[src/rtl/approx_mon_pkg.sv]
// approx_mon_pkg
// Shared definitions for the approximate-multiplier error monitors:
//   - mon_state_t : sweep FSM states (IDLE, RUN, DONE)
//   - calc_n      : number of samples in one exhaustive sweep, 2^(2W)
//   - calc_sum_w  : width of the error-distance accumulator, 4W
//   - calc_cnt_w  : width of the error counter, 2W+1 (must hold N itself)
package approx_mon_pkg;

  typedef enum logic [1:0] {
    ST_IDLE = 2'd0,
    ST_RUN  = 2'd1,
    ST_DONE = 2'd2
  } mon_state_t;

  function automatic int calc_n(input int w);
    return 1 << (2 * w);
  endfunction

  function automatic int calc_sum_w(input int w);
    return 4 * w;
  endfunction

  function automatic int calc_cnt_w(input int w);
    return 2 * w + 1;
  endfunction

endpackage

[src/rtl/approx_ed_calc.sv]
// approx_ed_calc
// Combinational exact product and error distance for one multiplier sample.
// Ports:
//   i_a, i_b : operands (W bits, unsigned)
//   i_out    : approximate product under test (OUT_W bits, OUT_W <= 2W)
//   o_exact  : i_a * i_b (2W bits)
//   o_ed     : |o_exact - zext(i_out)| (2W bits)
module approx_ed_calc #(
  parameter int W     = 2,
  parameter int OUT_W = 3
) (
  input  logic [W-1:0]     i_a,
  input  logic [W-1:0]     i_b,
  input  logic [OUT_W-1:0] i_out,
  output logic [2*W-1:0]   o_exact,
  output logic [2*W-1:0]   o_ed
);

  logic [2*W-1:0] w_approx;

  always_comb begin
    // Operands widened first so the product is computed at full 2W width.
    o_exact  = {{W{1'b0}}, i_a} * {{W{1'b0}}, i_b};
    w_approx = (2*W)'(i_out);
    o_ed     = (o_exact >= w_approx) ? (o_exact - w_approx)
                                     : (w_approx - o_exact);
  end

endmodule

[src/rtl/approx_mul_err_monitor.sv]
// approx_mul_err_monitor
// Consumes one (a, b, approximate product) sample per handshake during an
// exhaustive a-major operand sweep and accumulates error statistics.
// Handshake: a sample is taken in every cycle where in_valid && in_ready;
// in_ready is high only in RUN, in_valid may drop between samples.
// Ports:
//   clk, reset      : clock, synchronous active-high reset
//   start           : pulse; from IDLE or DONE clears statistics and enters RUN
//   in_valid/in_ready, in_a, in_b, in_out : sample stream
//   busy, done      : sweep running / sweep complete with final statistics
//   err_count, max_ed, sum_ed : error count, max and sum of error distance
//   seq_err         : sticky, a sample arrived out of sweep order
//   dbg_state       : current FSM state
// Optional macro APPROX_MON_FIRST_ERR_EN adds first_err_valid/_a/_b/_out,
// capturing the first erroneous sample of the sweep.
module approx_mul_err_monitor
  import approx_mon_pkg::*;
#(
  parameter int W     = 2,
  parameter int OUT_W = 3   // must not exceed 2*W
) (
  input  logic                       clk,
  input  logic                       reset,
  input  logic                       start,
  input  logic                       in_valid,
  output logic                       in_ready,
  input  logic [W-1:0]               in_a,
  input  logic [W-1:0]               in_b,
  input  logic [OUT_W-1:0]           in_out,
  output logic                       busy,
  output logic                       done,
  output logic [calc_cnt_w(W)-1:0]   err_count,
  output logic [2*W-1:0]             max_ed,
  output logic [calc_sum_w(W)-1:0]   sum_ed,
  output logic                       seq_err,
  output mon_state_t                 dbg_state
`ifdef APPROX_MON_FIRST_ERR_EN
  ,
  output logic                       first_err_valid,
  output logic [W-1:0]               first_err_a,
  output logic [W-1:0]               first_err_b,
  output logic [OUT_W-1:0]           first_err_out
`endif
);

  localparam int N     = calc_n(W);
  localparam int SUM_W = calc_sum_w(W);
  localparam int CNT_W = calc_cnt_w(W);
  localparam logic [2*W-1:0] IDX_LAST = (2*W)'(N - 1);

  mon_state_t         r_state;
  mon_state_t         w_state_nxt;
  logic               w_clear;
  logic               w_hs;
  logic [2*W-1:0]     r_idx;
  logic [CNT_W-1:0]   r_err_count;
  logic [2*W-1:0]     r_max_ed;
  logic [SUM_W-1:0]   r_sum_ed;
  logic               r_seq_err;
  logic [2*W-1:0]     w_exact;
  logic [2*W-1:0]     w_ed;

  approx_ed_calc #(.W(W), .OUT_W(OUT_W)) u_ed_calc (
    .i_a     (in_a),
    .i_b     (in_b),
    .i_out   (in_out),
    .o_exact (w_exact),
    .o_ed    (w_ed)
  );

  assign in_ready  = (r_state == ST_RUN);
  assign busy      = (r_state == ST_RUN);
  assign done      = (r_state == ST_DONE);
  assign w_hs      = in_valid && in_ready;
  assign err_count = r_err_count;
  assign max_ed    = r_max_ed;
  assign sum_ed    = r_sum_ed;
  assign seq_err   = r_seq_err;
  assign dbg_state = r_state;

  // start only acts outside RUN; w_clear wipes statistics on entry to RUN.
  always_comb begin
    w_state_nxt = r_state;
    w_clear     = 1'b0;
    case (r_state)
      ST_IDLE: begin
        if (start) begin
          w_state_nxt = ST_RUN;
          w_clear     = 1'b1;
        end
      end
      ST_RUN: begin
        if (w_hs && (r_idx == IDX_LAST)) w_state_nxt = ST_DONE;
      end
      ST_DONE: begin
        if (start) begin
          w_state_nxt = ST_RUN;
          w_clear     = 1'b1;
        end
      end
      default: w_state_nxt = ST_IDLE;
    endcase
  end

  always_ff @(posedge clk) begin
    if (reset) begin
      r_state     <= ST_IDLE;
      r_idx       <= '0;
      r_err_count <= '0;
      r_max_ed    <= '0;
      r_sum_ed    <= '0;
      r_seq_err   <= 1'b0;
    end else begin
      r_state <= w_state_nxt;
      if (w_clear) begin
        r_idx       <= '0;
        r_err_count <= '0;
        r_max_ed    <= '0;
        r_sum_ed    <= '0;
        r_seq_err   <= 1'b0;
      end else if (w_hs) begin
        r_idx <= r_idx + (2*W)'(1);
        if (w_ed != '0) r_err_count <= r_err_count + CNT_W'(1);
        if (w_ed > r_max_ed) r_max_ed <= w_ed;
        r_sum_ed <= r_sum_ed + SUM_W'(w_ed);
        // Out-of-order samples are flagged but still scored.
        if ({in_a, in_b} != r_idx) r_seq_err <= 1'b1;
      end
    end
  end

`ifdef APPROX_MON_FIRST_ERR_EN
  logic               r_first_err_valid;
  logic [W-1:0]       r_first_err_a;
  logic [W-1:0]       r_first_err_b;
  logic [OUT_W-1:0]   r_first_err_out;

  always_ff @(posedge clk) begin
    if (reset || w_clear) begin
      r_first_err_valid <= 1'b0;
      r_first_err_a     <= '0;
      r_first_err_b     <= '0;
      r_first_err_out   <= '0;
    end else if (w_hs && (w_ed != '0) && !r_first_err_valid) begin
      r_first_err_valid <= 1'b1;
      r_first_err_a     <= in_a;
      r_first_err_b     <= in_b;
      r_first_err_out   <= in_out;
    end
  end

  assign first_err_valid = r_first_err_valid;
  assign first_err_a     = r_first_err_a;
  assign first_err_b     = r_first_err_b;
  assign first_err_out   = r_first_err_out;
`endif

endmodule
[config.mk]
export PLATFORM = sky130hd
export DESIGN_NAME = approx_mul_err_monitor
export DESIGN_NICKNAME = d
export VERILOG_FILES = /design/src/rtl/approx_mon_pkg.sv /design/src/rtl/approx_ed_calc.sv /design/src/rtl/approx_mul_err_monitor.sv
export SDC_FILE = /design/constraint.sdc
export NUM_CORES = 1
export LEC_CHECK = 0
export CAP_MARGIN = 30
export CORE_UTILIZATION = 56
export CTS_CLUSTER_DIAMETER = 100
export DETAILED_ROUTE_END_ITERATION = 12
export DONT_BUFFER_PORTS = 1
export PLACE_DENSITY = 0.71
export SLEW_MARGIN = 20
export SYNTH_ARGS = -nofsm -noshare
export SYNTH_HDL_FRONTEND = slang
export SYNTH_HIERARCHICAL = 1
export SYNTH_SLANG_ARGS = --single-unit
[constraint.sdc]
create_clock -name clk -period 3.3 [get_ports clk]
set_input_delay 0.66 -clock clk [delete_from_list [all_inputs] [get_ports clk]]
set_output_delay 0.66 -clock clk [all_outputs]
set_load 0.01 [all_outputs]
Yosys cells after proc, flatten, opt, wreduce, memory -nomap -nowiden --
Cells that the tools add are included.
Cells by class: $add $sub $neg 5, multiply operators 1, order comparisons 2, eq/ne operators 6, multiplexer cells 6, reduce and logical (&&, ||, !) cells 10
Operator list (count):
- 8-bit by 4-bit adder with 8-bit output | 1
- 2-bit AND reduction | 4
- 5-bit by 1-bit adder with 5-bit output (second input constant) | 1
- 4-bit by 1-bit adder with 4-bit output (second input constant) | 1
- 4-bit equality test (second input constant) | 1
- 4-bit by 3-bit >= comparator with 1-bit output | 1
- 4-bit > comparator | 1
- 2-bit by 2-bit multiplier with 4-bit output | 1
- 2-bit 2-to-1 mux | 2
- 4-bit 2-to-1 mux | 1
- 2-bit by 1-bit != test with 1-bit output (second input constant) | 2
- 4-bit != test | 1
- 2-bit case mux with 2 select lines | 1
- 4-bit nonzero test | 1
- 2-bit OR reduction | 2
- 3-bit by 4-bit subtractor with 4-bit output | 1
- 4-bit by 3-bit subtractor with 4-bit output | 1
- 2-bit by 1-bit equality test with 1-bit output (second input constant) | 1
- 2-bit equality test (second input constant) | 1
- 1-bit logical AND | 2
- 2-bit logical NOT | 1
- 1-bit 2-to-1 mux | 2
Word-level totals: register bits after elaboration 24, input port bits 11, output and inout bits 23

Longest topological paths before layout --
Gate-level depths: netlist of run 1.
word-level depth 5, gate-level depth with buffers 14, mapped depth without buffers 14

By module --
The synthesis of run 1 kept the hierarchy.
By module, submodules not included:
- approx_mul_err_monitor | times used 1, cells an instance 148, area an instance 1277.5 um2
- approx_ed_calc | times used 1, cells an instance 36, area an instance 301.5 um2

Worst setup path before layout of run 1 --
No wires, ideal clock.
path kind input port to flip-flop, start point input port in_b[1], end point register r_sum_ed[7] (netlist: sum_ed[7]), library setup time 0.070 ns, arrival 3.325 ns, data required time 3.230 ns, setup slack -0.095 ns, stages on the path 12, buffers on the path 0, cells stage by stage and2_1 > and2_1 > fa_1 > a31oi_4 > a211o_1 > o311ai_1 > xnor2_1 > ha_1 > o21ai_0 > o21ba_2 > or3_1 > a21oi_1
On the way: word-level cells in the longest chain between the ends 4
Ends and longest elaborated chain:
- start, declared | line approx_mul_err_monitor.sv:28 | input logic [W-1:0] in_b,
- 2-bit by 2-bit multiplier with 4-bit output (*) | line approx_ed_calc.sv:23 | o_exact = {{W{1'b0}}, i_a} * {{W{1'b0}}, i_b};
- 3-bit by 4-bit subtractor with 4-bit output (tied with other cells) | line approx_ed_calc.sv:26 | : (w_approx - o_exact);
- 4-bit 2-to-1 mux (*) | line approx_ed_calc.sv:25 | o_ed = (o_exact >= w_approx) ? (o_exact - w_approx)
- net w_ed[3] | line approx_mul_err_monitor.sv:61 | logic [2*W-1:0] w_ed;
- 8-bit by 4-bit adder with 8-bit output (*) | line approx_mul_err_monitor.sv:125 | r_sum_ed <= r_sum_ed + SUM_W'(w_ed);
- end signal, assigned | line approx_mul_err_monitor.sv:125
- end, declared | line approx_mul_err_monitor.sv:58 | logic [SUM_W-1:0] r_sum_ed;
Mark *: on every way through the listed nets, which the timed path passes. The rest lies on a longest branch. A chain may end at the register's enable or synchronous reset.

Final worst setup path of run 1 --
start point input port in_a[0], end point register r_sum_ed[5] (netlist: sum_ed[5])
On the way: word-level cells in the longest chain between the ends 4
Ends and longest elaborated chain:
- start, declared | line approx_mul_err_monitor.sv:27 | input logic [W-1:0] in_a,
- 2-bit by 2-bit multiplier with 4-bit output (*) | line approx_ed_calc.sv:23
- net w_exact[0] | line approx_mul_err_monitor.sv:60 | logic [2*W-1:0] w_exact;
- 3-bit by 4-bit subtractor with 4-bit output (tied with other cells) | line approx_ed_calc.sv:26
- 4-bit 2-to-1 mux (*) | line approx_ed_calc.sv:25
- net w_ed[3] | line approx_mul_err_monitor.sv:61
- 8-bit by 4-bit adder with 8-bit output (*) | line approx_mul_err_monitor.sv:125
Marked as above.

==> results of run 1 <==
## flip-flops by register name (all words and copies together), names as in the netlist
signal,flops
dbg_state,2
err_count,5
r_idx,4
max_ed,4
sum_ed,8
seq_err,1
## power breakdown
part	total (mW)	internal, mW	switching [mW]	leakage, nW
registers	0.307	0.297	0.0105	0.194
logic	0.229	0.110	0.119	0.489
clock network	0.128	0.0426	0.0849	0.0138
## cell type report
class	instances	area, um^2
Timing Repair Buffer	11	82.6
Fill cell	221	866
Sequential cell	24	480
Clock buffer	3	22.5
Tap cell	30	37.5
Multi-Input combinational cell	140	1030
Inverter	13	48.8
## worst paths after layout
check	startpoint	end	slack, ns	cells past startpoint
min	reset	dbg_state[1]	0.40	1
max	in_a[0]	sum_ed[5]	0.22	13
min reg2reg	r_idx[1]	r_idx[1]	0.53	2
max reg2reg	sum_ed[0]	sum_ed[4]	1.53	6
## cell usage in the layout (no fill, tap or decap), types with 2 or more instances in the layout
cell and n:
and2_4 2, clkbuf_4 3, or3_1 4, xnor2_1 13
nand4_1 5, fa_1 2, buf_4 11, nor4_1 3
o21ai_1 2, nand3_1 2, a21o_1 4, nor2b_1 4
nand2_1 22, nor2_1 14, a21oi_1 11, a211oi_1 3
ha_1 15, xor2_1 4, mux2i_1 4, o21ai_0 5
dfxtp_1 24, inv_1 13, o211ai_1 3
## routing by layer
| layer | vias to the layer above | wire length [um] | track usage |
|---|---|---|---|
| met2 | 40 | 1560 | 0.390 |
| met4 | 0 | 40 | 0.0667 |
| met5 | - | 0 | 0 |
| met1 | 624 | 1410 | 0.272 |
| li1 | 649 | - | - |
| met3 | 6 | 203 | 0.0656 |
## stage by stage
stage,std cells,utilization,power [mW],TNS [ns]
detailed placement,218,0.654,0.540,-0.351
global placement,218,0.654,0.531,-0.0596
finish,221,0.663,0.663,0
floorplan,184,-,0.471,0
CTS,221,0.663,0.664,0
global route,221,0.663,0.703,0
## cells by family (layout without fill, tap and decap cells)
logic type / count (synthesis) / in the layout
fa+ha+maj: 18 / 18
compound gates: 37 / 37
xor+xnor: 17 / 17
flops: 24 / 24
mux: 5 / 5
buf+inv: 20 / 27
simple gates: 63 / 63
==> summary.txt, run 1 <==
Timing
  • Slew Limit Fails: 0
  • Clock skew: 0.00325 ns
  • RSZ-0062 raised after global routing: no
  • Final setup fails: 0
  • Final hold vios: 0
  • Final period utilization: 0.933
  • Max Fclk: 325 MHz
  • Slew margin rel.: 0.582
  • Worst setup margin: 0.221 ns
  • Hold slack: 0.402 ns
  • Worst Tran Pin Value: 0.625 ns
  • Final min period: 3.08 ns

Final layout
  • Area grow syn2layout: 7.77%
  • Final instance area: 1700 um^2
  • Ant diodes: 0
  • Ratio of cells with drive above 1 in the final layout: 0.115
  • Nets: 222

Synth
  • Post-Syn Area: 1580 um^2
  • Ys async rst share: 0
  • Synth Register Bits: 24
  • Post-synthesis compound-gate area fraction: 0.163
  • Most frequent cells after synthesis: 24 x dfxtp_1, 22 x nand2_1, 15 x ha_1, 14 x nor2_1
  • Synthesized instance count: 184
  • Net Count, Synth: 213
  • Main flop type after synthesis: dfxtp_1
  • Mux contribution to synthesized area: 0.0325
  • XOR/XNOR Fraction of Synth Area: 0.0943
  • Synth Warn #: 6
  • Most numerous cell in the Yosys netlist: dfxtp_1
  • Synth Area in Adders: 0.157
  • Cell taking the most area after synthesis: dfxtp_1
  • Synth area leaders: dfxtp_1 30%, ha_1 12%, xnor2_1 7.2%
  • Share of the synthesized area in the top cell type: 0.304
  • Largest family of logic cells by synthesized area: simple AND/OR/NAND/NOR gates
  • Register area share after synthesis: 0.304
  • Avg Synthesized Cell Area: 8.58 um^2
  • Library cells used by synthesis: 41
  • Area share of and/or/nand/nor cells after synthesis: 0.196
  • Number of synthesized flops with an enable pin: 0

Clock tree
  • Post-CTS sizing: 0
  • Root Buffer: clkbuf_4
  • CTS sink cnt: 24
  • Num CTS Buffers: 3
  • Worst-Skew Late Latency: 0.31 ns
  • CTS tree: done
  • Clock transition at the registers of the reported paths: 0.13 ns
  • Clk buf depth: 2
  • Hold buffers post-CTS: 0
  • Postcts setup bufs: 0
  • Level count of the clock H-tree: 1

Floorplanning
  • Die footprint: 3040 um^2
  • Number of cell rows: 18
  • Chip height: 55.1 um
  • Die W: 55.1 um
  • Starting Density: 0.615
  • Top Ports: 34
  • Core area: 2570 um^2

Critical path
  • Startpoint type of the worst setup path: input port
  • Critical Path Fanout Max: 5
  • CP max-delay cell: fa_2
  • Max stage delay on crit path: 0.61 ns
  • CP endpoint kind: flop
  • Worst path cell trace: nand2_1 > inv_1 > and2_4 > fa_2 > a31oi_4 > a211o_1 > o311ai_2 > xnor2_1 > ha_1 > o21ai_1 > o21ba_2 > o311ai_0 > o41ai_1
  • Critical Path RT: 3.50 ns
  • CP top delay family: compound AO/OA/AOI/OAI gates
  • WP buf/inv: 1
  • Crit path DAT: 3.27 ns
  • Critical path class: in -> reg

Detailed routing
  • Post-route DRC: 0
  • Final WL: 3210 um
  • Vias per std cell: 5.97
  • DR pass1 iterations: 4
  • Post-route antenna net violation count: 0
  • Total number of vias: 1,319
  • Routed len/inst: 14.5 um
  • DRT iter0 DRCs: 15

Global route
  • Vias in the first global route: 1,160
  • First-pass GRT wire length: 4840 um
  • Initial antenna violation count: 0
  • Pin count of the biggest net entering global routing: 17
  • Gr ovfl total: 0
  • Gr usage total: 0.226

Power
  • Leakage power: 0.697 nW
  • Cell Pwr Density: 390 nW/um^2
  • Worst VDD drop: 0.392 mV

Flow run
  • Max Cap Viol: 0

Placement
  • I/O Buffers: 0
  • Placed cell area: 1680 um^2
  • Post-DP HPWL: 2570 um
  • Pre-CTS setup slack: -0.0629 ns
  • Final GP Congestion: 0.819

Outcome
  • Status: finished clean

Worst hold path
  • Worst hold path class: in -> reg
No activity file was read; power rests on OpenSTA's default activity.
==> run 2: changes to the inputs <==
Settings changed: CAP_MARGIN 30 to 20, CORE_UTILIZATION 56 to 59, CTS_BUF_LIST set to sky130_fd_sc_hd__clkbuf_4, PLACE_DENSITY 0.71 to 0.75.
==> run 2 against run 1 <==
  * Routed wire length is 1.5% lower
  * Global-route usage is 1.7 points higher
  * Power hardly changed
  * Worst setup slack better by 0.029 ns
  * Fmax is 0.96% higher
  * Clock power hardly changed
  * Non-clock buffer count is 1 higher
  * Clock-buffer cell count stayed put
  * Critical path depth stayed put
  * Critical endpoint unchanged
  * Largest cell class unchanged
  * Highest routed layer unchanged
==> summary.txt, run 2 (same netlist as run 1, synthesis figures left out) <==
Power
  • Worst VDD drop: 0.272 mV
  • Leakage power: 0.702 nW
  • Cell Pwr Density: 387 nW/um^2

Timing
  • Hold slack: 0.401 ns
  • Worst setup margin: 0.250 ns
  • Final min period: 3.05 ns
  • Slew margin rel.: 0.543
  • Final hold vios: 0
  • Max Fclk: 328 MHz
  • Final setup fails: 0
  • Worst Tran Pin Value: 0.683 ns
  • RSZ-0062 raised after global routing: no
  • Clock skew: 0.00889 ns
  • Slew Limit Fails: 0
  • Final period utilization: 0.924

Detailed routing
  • Post-route antenna net violation count: 0
  • DRT iter0 DRCs: 12
  • Total number of vias: 1,298
  • Routed len/inst: 14.2 um
  • DR pass1 iterations: 4
  • Vias per std cell: 5.82
  • Final WL: 3160 um
  • Post-route DRC: 0

Floorplanning
  • Die W: 53.7 um
  • Top Ports: 34
  • Die footprint: 2890 um^2
  • Number of cell rows: 18
  • Starting Density: 0.632
  • Chip height: 53.7 um
  • Core area: 2500 um^2

Worst hold path
  • WHS Endpoint: dbg_state[0]
  • Worst hold path class: in -> reg
  • WHS Path Cells: 1
  • Hold_sp: reset

Placement
  • Final GP Congestion: 0.770
  • I/O Buffers: 0
  • Pre-CTS setup slack: -0.0855 ns
  • Placed cell area: 1690 um^2
  • Post-DP HPWL: 2540 um

Final layout
  • Ant diodes: 0
  • Commonest non-fill, non-tap cell in the layout: dfxtp_1
  • Most frequent cells in the layout: 24 x dfxtp_1, 22 x nand2_1, 15 x ha_1, 14 x nor2_1
  • Final instance area: 1710 um^2
  • Register area: 480 um^2
  • Ratio of cells with drive above 1 in the final layout: 0.119
  • Max reg flops: 8
  • Multi-input gate area: 1030 um^2
  • Final Util: 0.685
  • Nets: 223
  • Fillers: 206
  • Area grow syn2layout: 8.48%

Critical path
  • Worst r2r src: sum_ed[0]
  • Critical Path RT: 3.51 ns
  • Critical path class: in -> reg
  • Reg2reg setup slack: 1.51 ns
  • Worst path cell trace: nand2_1 > inv_1 > and2_4 > fa_2 > a31oi_4 > a211o_1 > o311ai_2 > xnor2_1 > ha_1 > o21ai_1 > o21ba_2 > o311ai_0 > o41ai_1
  • CP endpoint kind: flop
  • CP max-delay cell: fa_2
  • R2R cell count: 6
  • Crit path DAT: 3.26 ns
  • Startpoint type of the worst setup path: input port
  • Worst flop-to-flop path endpoint: sum_ed[6]
  • Critical Path Fanout Max: 5
  • Max stage delay on crit path: 0.60 ns

Clock tree
  • Clock transition at the registers of the reported paths: 0.13 ns
  • Level count of the clock H-tree: 1
  • Hold buffers post-CTS: 0
  • Num CTS Buffers: 3
  • CTS sink cnt: 24
  • Clk buf depth: 2
  • Root Buffer: clkbuf_4
  • Postcts setup bufs: 0
  • Post-CTS sizing: 0
  • CTS tree: done
  • Worst-Skew Late Latency: 0.32 ns

Flow run
  • Max Cap Viol: 0

Global route
  • GR Util met1: 0.271
  • Gr usage total: 0.243
  • First-pass GRT wire length: 5110 um
  • Vias in the first global route: 1,253
  • Pin count of the biggest net entering global routing: 17
  • Most used routing layer: met2
  • Met3 Usage GRT: 0.0508
  • Gr ovfl total: 0
  • Initial antenna violation count: 0
  • Met2 Use GR: 0.447

Outcome
  • Status: finished clean
## run 2: metrics by stage
step | setup TNS, ns | std cells | total power [mW]
after floorplan | 0 | 184 | 0.471
after global placement | -0.0883 | 219 | 0.531
after detailed placement | -0.267 | 219 | 0.539
after CTS | 0 | 223 | 0.669
after global routing | 0 | 223 | 0.709
final | 0 | 223 | 0.663
## run 2: power breakdown
part | leakage [nW] | switching [mW] | total [mW] | internal (mW)
logic | 0.493 | 0.117 | 0.227 | 0.110
registers | 0.194 | 0.0103 | 0.307 | 0.297
clock network | 0.0154 | 0.0852 | 0.129 | 0.0443
## run 2: worst max-delay path by stage
stage | startpoint | endpoint | slack [ns]
2_1_floorplan | in_b[1] | sum_ed[7] | 0.001
3_3_place_gp | in_a[0] | sum_ed[5] | -0.05
3_5_place_dp | in_a[0] | sum_ed[5] | -0.09
4_1_cts | in_a[0] | sum_ed[5] | 0.26
5_1_grt | in_a[1] | sum_ed[5] | 0.05
6_report | in_a[0] | sum_ed[5] | 0.25
## run 2: layer usage
metal,up-vias,routed length (um)
met5,-,0
met4,0,34
met3,5,94
met2,20,1680
met1,617,1360
li1,656,-
## run 2: cell type report
cell class / instances / share of cell area
inverters: 13 / 0.0285
clock inverters: 1 / 0.00219
clock buffers: 3 / 0.0131
flip-flops and latches: 24 / 0.280
well taps: 30 / 0.0219
multi-input cells: 140 / 0.601
repair buffers: 12 / 0.0526
## run 2: critical path: cells and delay by family
kind,cells,cell delay [ns]
AOI/OAI and AO/OA,7,1.20
and+or+nand+nor,2,0.24
adders and majority gates,2,0.92
buffers and inverters,1,0.07
xor gates and xnor gates,1,0.17
